## config.mk

```make
export PLATFORM = sky130hd
export DESIGN_NAME = dma_wb
export DESIGN_NICKNAME = d
export VERILOG_FILES = /design/src/rtl/dma_wb.sv
export SDC_FILE = /design/constraint.sdc
export NUM_CORES = 1
export LEC_CHECK = 0
export BUFFER_PORTS_ARGS = -buffer_cell sky130_fd_sc_hd__buf_4
export CORE_MARGIN = 3
export CORE_UTILIZATION = 25
export DETAILED_ROUTE_END_ITERATION = 12
export PLACE_DENSITY = 0.52
export SYNTH_ARGS = -nofsm -noshare
export SYNTH_HDL_FRONTEND = slang
export SYNTH_SLANG_ARGS = --single-unit
```

## constraint.sdc

```tcl
create_clock -name wb_clk_i -period 11.29 [get_ports wb_clk_i]
set_input_delay 0.5645 -clock wb_clk_i [delete_from_list [all_inputs] [get_ports wb_clk_i]]
set_output_delay 0.5645 -clock wb_clk_i [all_outputs]
set_load 0.01 [all_outputs]
```

## src/rtl/dma_wb.sv

```systemverilog
// dma_wb: word-copy DMA with a Wishbone slave register window and a Wishbone
// master port that copies SRC->DST one word at a time, with a DONE interrupt.
// Ports:
//   wb_clk_i, wb_rst_i : clock, async active-high reset
//   wb_*_i / wb_*_o    : slave register window (SRC, DST, LEN, CTRL/STAT)
//   wbm_*_o / wbm_*_i  : bus master used for the copy
//   irq_o              : DONE & IRQ_EN
module dma_wb #(
  parameter int LEN_BITS = 16
) (
  input  logic        wb_clk_i,
  input  logic        wb_rst_i,
  input  logic [25:0] wb_adr_i,
  input  logic [31:0] wb_dat_i,
  output logic [31:0] wb_dat_o,
  input  logic        wb_we_i,
  input  logic [3:0]  wb_sel_i,
  input  logic        wb_stb_i,
  input  logic        wb_cyc_i,
  output logic        wb_ack_o,
  output logic [31:0] wbm_adr_o,
  output logic [31:0] wbm_dat_o,
  input  logic [31:0] wbm_dat_i,
  output logic        wbm_we_o,
  output logic [3:0]  wbm_sel_o,
  output logic        wbm_stb_o,
  output logic        wbm_cyc_o,
  input  logic        wbm_ack_i,
  output logic        irq_o
);

  localparam logic [2:0] S_IDLE = 3'd0;
  localparam logic [2:0] S_RD   = 3'd1;
  localparam logic [2:0] S_RGAP = 3'd2;
  localparam logic [2:0] S_WR   = 3'd3;
  localparam logic [2:0] S_WGAP = 3'd4;

  logic [2:0]          state_q, state_d;
  logic [31:0]         src_q, src_d;
  logic [31:0]         dst_q, dst_d;
  logic [31:0]         buf_q, buf_d;
  logic [31:0]         rdat_q, rdat_d;
  logic [LEN_BITS-1:0] len_q, len_d;
  logic [LEN_BITS-1:0] rem_q, rem_d;
  logic                irq_en_q, irq_en_d;
  logic                done_q, done_d;
  logic                aborted_q, aborted_d;
  logic                abort_q, abort_d;
  logic                ack_q, ack_d;

  logic        req, wr, busy;
  logic        ctrl_wr, start_wr, abort_wr, abort_now;
  logic        hw_done, hw_abort;
  logic        wr_src, wr_dst, wr_len;
  logic [1:0]  idx;
  logic [31:0] wmask, rdata;
  logic [15:0] rem16;
  logic        unused_adr;

  assign unused_adr = ^wb_adr_i[25:2];

  always_comb begin
    idx      = wb_adr_i[1:0];
    req      = wb_stb_i & wb_cyc_i & ~ack_q;
    wr       = req & wb_we_i;
    busy     = (state_q != S_IDLE);
    wmask    = {{8{wb_sel_i[3]}}, {8{wb_sel_i[2]}},
                {8{wb_sel_i[1]}}, {8{wb_sel_i[0]}}};
    ctrl_wr  = wr & (idx == 2'd3);
    start_wr = ctrl_wr & wb_sel_i[0] & wb_dat_i[0];
    abort_wr = ctrl_wr & wb_sel_i[0] & wb_dat_i[2];
    // An abort written in the same cycle as an ack takes effect at once.
    abort_now = abort_q | (abort_wr & busy);
    wr_src   = wr & ~busy & (idx == 2'd0);
    wr_dst   = wr & ~busy & (idx == 2'd1);
    wr_len   = wr & ~busy & (idx == 2'd2);
    rem16    = 16'(rem_q);
  end

  always_comb begin
    rdata = 32'd0;
    unique case (idx)
      2'd0: rdata = src_q;
      2'd1: rdata = dst_q;
      2'd2: rdata = 32'(len_q);
      2'd3: rdata = {rem16, 6'd0, aborted_q, done_q,
                     6'd0, irq_en_q, busy};
      default: ;
    endcase
  end

  always_comb begin
    state_d   = state_q;
    src_d     = src_q;
    dst_d     = dst_q;
    buf_d     = buf_q;
    len_d     = len_q;
    rem_d     = rem_q;
    irq_en_d  = irq_en_q;
    done_d    = done_q;
    aborted_d = aborted_q;
    abort_d   = abort_q;
    ack_d     = req;
    rdat_d    = rdat_q;
    hw_done   = 1'b0;
    hw_abort  = 1'b0;

    if (req & ~wb_we_i) rdat_d = rdata;

    unique case (1'b1)
      wr_src: src_d = ((src_q & ~wmask) | (wb_dat_i & wmask))
                      & 32'hffff_fffc;
      wr_dst: dst_d = ((dst_q & ~wmask) | (wb_dat_i & wmask))
                      & 32'hffff_fffc;
      wr_len: len_d = LEN_BITS'((32'(len_q) & ~wmask)
                      | (wb_dat_i & wmask));
      default: ;
    endcase

    if (ctrl_wr & wb_sel_i[0]) irq_en_d = wb_dat_i[1];
    if (abort_wr & busy) abort_d = 1'b1;

    if (ctrl_wr & wb_sel_i[1]) begin
      if (wb_dat_i[8]) done_d = 1'b0;
      if (wb_dat_i[9]) aborted_d = 1'b0;
    end

    if (start_wr & ~abort_wr & ~busy) begin
      done_d    = 1'b0;
      aborted_d = 1'b0;
      rem_d     = len_q;
      if (len_q == '0) hw_done = 1'b1;
      else state_d = S_RD;
    end

    unique case (state_q)
      S_RD: if (wbm_ack_i) begin
        buf_d = wbm_dat_i;
        if (abort_now) begin
          state_d  = S_IDLE;
          hw_abort = 1'b1;
        end else begin
          state_d = S_RGAP;
        end
      end
      S_RGAP: begin
        if (abort_now) begin
          state_d  = S_IDLE;
          hw_abort = 1'b1;
        end else begin
          state_d = S_WR;
        end
      end
      S_WR: if (wbm_ack_i) begin
        src_d = src_q + 32'd4;
        dst_d = dst_q + 32'd4;
        rem_d = rem_q - LEN_BITS'(1);
        if (abort_now) begin
          state_d  = S_IDLE;
          hw_abort = 1'b1;
        end else begin
          state_d = S_WGAP;
        end
      end
      S_WGAP: begin
        if (abort_now) begin
          state_d  = S_IDLE;
          hw_abort = 1'b1;
        end else if (rem_q == '0) begin
          state_d = S_IDLE;
          hw_done = 1'b1;
        end else begin
          state_d = S_RD;
        end
      end
      default: ;
    endcase

    // Hardware set beats a same-cycle W1C clear.
    if (hw_done) done_d = 1'b1;
    if (hw_abort) aborted_d = 1'b1;
    if (state_d == S_IDLE) abort_d = 1'b0;
  end

  always_ff @(posedge wb_clk_i or posedge wb_rst_i) begin
    if (wb_rst_i) begin
      state_q   <= S_IDLE;
      src_q     <= '0;
      dst_q     <= '0;
      buf_q     <= '0;
      rdat_q    <= '0;
      len_q     <= '0;
      rem_q     <= '0;
      irq_en_q  <= 1'b0;
      done_q    <= 1'b0;
      aborted_q <= 1'b0;
      abort_q   <= 1'b0;
      ack_q     <= 1'b0;
    end else begin
      state_q   <= state_d;
      src_q     <= src_d;
      dst_q     <= dst_d;
      buf_q     <= buf_d;
      rdat_q    <= rdat_d;
      len_q     <= len_d;
      rem_q     <= rem_d;
      irq_en_q  <= irq_en_d;
      done_q    <= done_d;
      aborted_q <= aborted_d;
      abort_q   <= abort_d;
      ack_q     <= ack_d;
    end
  end

  // Master outputs decode straight from the state flop so reset drops them
  // without waiting for a clock edge.
  always_comb begin
    wbm_cyc_o = (state_q == S_RD) | (state_q == S_WR);
    wbm_stb_o = wbm_cyc_o;
    wbm_we_o  = (state_q == S_WR);
    wbm_sel_o = wbm_cyc_o ? 4'hf : 4'h0;
    wbm_adr_o = 32'd0;
    wbm_dat_o = 32'd0;
    if (state_q == S_RD) wbm_adr_o = src_q;
    if (state_q == S_WR) begin
      wbm_adr_o = dst_q;
      wbm_dat_o = buf_q;
    end
    wb_ack_o = ack_q;
    wb_dat_o = rdat_q;
    irq_o    = done_q & irq_en_q;
  end

endmodule

```

Word level (Yosys, flattened, before mapping)
Cells that the tools add are included.
Widths: inputs -> output; s select.
Operators by class
  add/subtract/negate cells: 3
  $mul: 0
  divide/modulo/power cells: 0
  magnitude comparators: 0
  equality and inequality tests: 7
  shifts and indexed selects: 0
  multiplexer cells: 42
  bitwise logic cells: 31
  reduce and logical (&&, ||, !) cells: 15
Operator list (count)
  $mux 32: 9
  $pmux 32 s4: 1
  $and 32x32->32: 3
  $add 32x3->32 const B: 2
  $or 32x32->32: 2
  $mux 16: 3
  $logic_not 16->1: 2
  $not 32->32: 1
  $mux 1: 19
  $and 1x1->1: 17
  $and 16x16->16: 1
  $or 16x16->16: 1
  $sub 16x1->16 const B: 1
  $mux 3: 5
  $reduce_bool 3->1: 5
  $pmux 3 s4: 1
  $eq 3x2->1 const B: 2
  $reduce_and 2->1: 3
  $eq 2x2->1 const B: 2
  $mux 2: 2
  $mux 4: 1
  $not 1->1: 4
  $reduce_or 2->1: 2
  $eq 3x1->1 const B: 1
  other kinds (7): 8
Storage, ports and cells
  register bits after elaboration: 168
  bits in latches: 0
  memory bits (writable): 0
  memory bits (read-only): 0
  output and inout bits: 105
  memories: 0

Logic depth before layout (Yosys ltp)
  depth in word-level cells: 15
  depth in mapped cells: 8
  depth with buffers taken out: 6

Worst setup path before layout
No wires, ideal clock.
  path type: flip-flop to output port
  start point: register state_q[0]
  end point: output wbm_dat_o[23]
  arrival time: 1526 ps
  setup slack: 9200 ps
  stages on the path, launching flop included: 6
  path buffers: 2
  path through: dfrtp_1 > buf_2 > nand2_1 > inv_1 > clkbuf_1 > and3_1
On the way
  word-level cells in the longest chain between the ends: 2
Ends and longest elaborated chain
  start: declaration: RTL line 38  | logic [2:0] state_q, state_d;
  start signal: assignment: RTL line 200  | state_q <= state_d;
  $eq 3x2->1: RTL line 225  | if (state_q == S_WR) begin
  $mux 32: RTL line 225
  end: declaration: RTL line 22  | output logic [31:0] wbm_dat_o,
No other way between the ends.

Worst setup path in the final report
  start point: register state_q[1]
  end point: register dst_q[26]
On the way
  word-level cells in the longest chain between the ends: 7
Ends and longest elaborated chain
  $reduce_bool 3->1: RTL line 66  | busy = (state_q != S_IDLE);
  $not 1->1: RTL line 75  | wr_dst = wr & ~busy & (idx == 2'd1);
  $and 1x1->1 (2 in a row): RTL line 75
  $mux 32: RTL line 110  | unique case (1'b1)
  $mux 32: RTL line 154  | S_WR: if (wbm_ack_i) begin
  $mux 32 (*): RTL line 136  | unique case (state_q)
  via dst_d[26]: RTL line 40  | logic [31:0] dst_q, dst_d;
  end signal: assignment: RTL line 202  | dst_q <= dst_d;
  end: declaration: RTL line 40
Mark *: on every way through the listed nets, which the timed path passes. The rest lies on a longest branch.
A chain may end at the register's enable or synchronous reset.

==> results.txt <==
Clock transition at the register clock pins on the worst setup and hold paths after CTS -> 0.08 ns
Worst path bufs/invs -> 0
Antenna cells -> 0
CTS-repair resized insts -> 0
Number of warning messages in the yosys log -> 0
Worst setup EP type -> flop
Vias in the first global route -> 8482
Cts hold-fix bufs -> 0
Clock period minus worst slack -> 3.54 ns
Maximum buffer depth of the clock tree -> 2
DIE AREA -> 0.0410 mm^2
Cell depth of the worst flop-to-flop path -> 5
Clock tree from TritonCTS -> done
Post-Route Setup TNS -> 0 ns
Leak -> 0.00552 uW
Clock latency on the worst-skew pair -> 0.45 ns
Critical Path Fanout Max -> 78
Total routed wire length on the met1 layer -> 15400 um
Number of setup violations in the final report -> 0
Data required, critical path -> 11.68 ns
Critical path class -> reg -> reg
Top routing layer in use -> met5
Number of library cell types mapped by synthesis -> 63
Number of max-capacitance violations reported -> 0
Total area of multi-input combinational cells -> 0.00502 mm^2
Share of flip-flops with an asynchronous set or reset -> 1.00
1st-iter DRT viols -> 751
Number of top-level pins -> 205
Status -> complete, no violations
Maximum operating frequency -> 283 MHz
Placer's final routability congestion estimate -> 0.858
Synthesized area per cell -> 9.23 um^2
CP top delay family -> simple AND/OR/NAND/NOR gates
First-pass iteration count of the detailed router -> 6
Maximum number of pins on one net before global-route repair -> 79
Final Routed Wirelength -> 34200 um
Portion of the clock cycle consumed by the worst path in the final layout -> 0.313
Initial core utilization -> 0.255
Fillers -> 4030
Post-layout net count -> 1278
Fraction of final layout cells with drive strength greater than 1 -> 0.264
Vertical die dimension -> 203 um
Critical-path top delay cell -> sky130_fd_sc_hd__dfrtp_4
Synthesized netlist cell count -> 1046
Mapped Area -> 0.00966 mm^2
Count of clock tree sinks -> 168
Clock root buffer master -> sky130_fd_sc_hd__clkbuf_16
Post-detailed-route DRC marker count -> 0
Main area contributors after synthesis -> sky130_fd_sc_hd__dfrtp_1, sky130_fd_sc_hd__mux2i_1, sky130_fd_sc_hd__nor2_1
Area share of the largest cell type after synthesis -> 0.435
CTS H-Tree Depth -> 4
Most numerous cell in the Yosys netlist -> sky130_fd_sc_hd__dfrtp_1
Area of the core -> 0.0378 mm^2
Cts bufs inserted -> 17
Final hold violations -> 0
Number of vias after detailed routing -> 8678
# port buffers -> 180
Data arrival time of the critical path -> 3.93 ns
Delay of the slowest critical-path stage -> 1.16 ns
Setup slack on the worst flop-to-flop path -> 7.75 ns
Avg WL per Cell -> 20.2 um
Routed Antenna Nets -> 0
Logic depth of the worst setup path including buffers -> 5
Number of flops mapped to enable cells by yosys -> 0
Grt total ovfl -> 0
Horizontal die dimension -> 203 um
Worst slew margin relative to its limit -> 0.253
Register bit total from synthesis -> 168
Worst VDD drop -> 103 uV
Post-synthesis to final-layout area growth -> 23.8%
Total power -> 1390 uW
Dominant synthesized flop cell -> sky130_fd_sc_hd__dfrtp_1
Detailed route wirelength on metal3 -> 2910 um
Unrepaired setup endpoints after global routing -> false
Met2 Routed Length -> 15400 um
Max-slew violations -> 0
Hold/Removal Path Class -> in -> async
Antenna violations before repair -> 3
Synth Net Count -> 1149
Storage cell area -> 0.00421 mm^2
Overall global routing resource usage -> 0.164
Maximum clock skew at final layout -> 0.0158 ns
Critical path cell sequence -> nand4b_4, nor3_2, nand4_1, mux2i_1, o21a_1
Ranking of synthesized cells by instance count -> sky130_fd_sc_hd__dfrtp_1, sky130_fd_sc_hd__nor2_1, sky130_fd_sc_hd__a21oi_1
Startpoint type of the worst setup path -> flop
Count of standard-cell rows -> 71
Drt via density -> 5.11
Post-synthesis cell type with the largest combined area -> sky130_fd_sc_hd__dfrtp_1
Detail Placement HPWL -> 25100 um
Pin slew with the least headroom to its limit -> 1.12 ns
Post-CTS Setup Bufs -> 0
Proportion of synthesized chip area in sequential cells -> 0.435
Power per standard cell area -> 117 mW/mm^2
First-pass GRT wire length -> 52200 um
## logic make-up after synthesis
logic type	count (synthesis)	synth area share
AND/OR/NAND/NOR	443	0.235
AO/OA/AOI/OAI	215	0.141
flip-flops	168	0.435
multiplexers	122	0.139
buffers and inverters	95	0.0460
adder cells (fa/ha/maj)	3	0.00389
## worst paths after layout
kind,startpoint,endpoint
max,state_q[1],dst_q[26]
min,wb_rst_i,abort_q
max reg2reg,state_q[1],dst_q[26]
min reg2reg,buf_q[8],buf_q[8]
max in group asynchronous,wb_rst_i,buf_q[25]
min in group wb_clk_i,wb_dat_i[17],dst_q[17]
## cell usage in the layout (no fill, tap or decap), drive strengths merged, types with 4 or more instances in the layout
cell / instances
mux2: 54
dfrtp: 168
nor2b: 5
a311oi: 12
o21ai: 25
o22ai: 17
mux4: 4
o211ai: 9
and3: 47
o32ai: 7
a21oi: 95
buf: 190
clkinv: 4
nor2: 166
a31oi: 5
a211oi: 13
nand2b: 4
or3: 6
o31ai: 5
o221a: 9
mux2i: 64
nand4: 28
and4: 10
nor4: 13
and2: 10
inv: 25
nand2: 57
clkbuf: 17
nand3: 47
nor3: 37
## metal layers
metal  track usage  vias to the layer above
li1              -                     4124
met4        0.0403                        6
met3        0.0547                       40
met2         0.252                      325
met5             0                        -
met1         0.225                     4183
## state kept, by name, indices dropped and copies added, names as in the netlist, 3 cells and up, named ones only
register and count:
src_q 32, dst_q 32, state_q 3, rem16 16, buf_q 32, wb_dat_o 32
## area by class of cell
cell class	instances	share of cell area
flip-flops and latches	168	0.352
well taps	511	0.0535
inverters	15	0.00513
multi-input cells	783	0.420
clock inverters	15	0.0147
repair buffers	190	0.119
clock buffers	17	0.0356
## power breakdown
| group | leakage (uW) | switching [uW] | internal [uW] |
|---|---|---|---|
| Clock | 0.000297 | 296 | 319 |
| Sequential | 0.00221 | 16.1 | 629 |
| Combinational | 0.00301 | 69.9 | 63.5 |
## stage by stage
stage	hold slack (ns)	utilization	setup slack [ns]	area, um^2	instances
floorplan	0.464	-	6.18	9660	1046
global placement	0.481	0.300	7.80	11400	1667
detailed placement	0.489	0.300	7.75	11400	1667
CTS	0.169	0.316	7.75	12000	1699
global route	0.177	0.316	7.55	12000	1699
finish	0.141	0.316	7.75	12000	1699
Power figures use the tool's default switching activity.
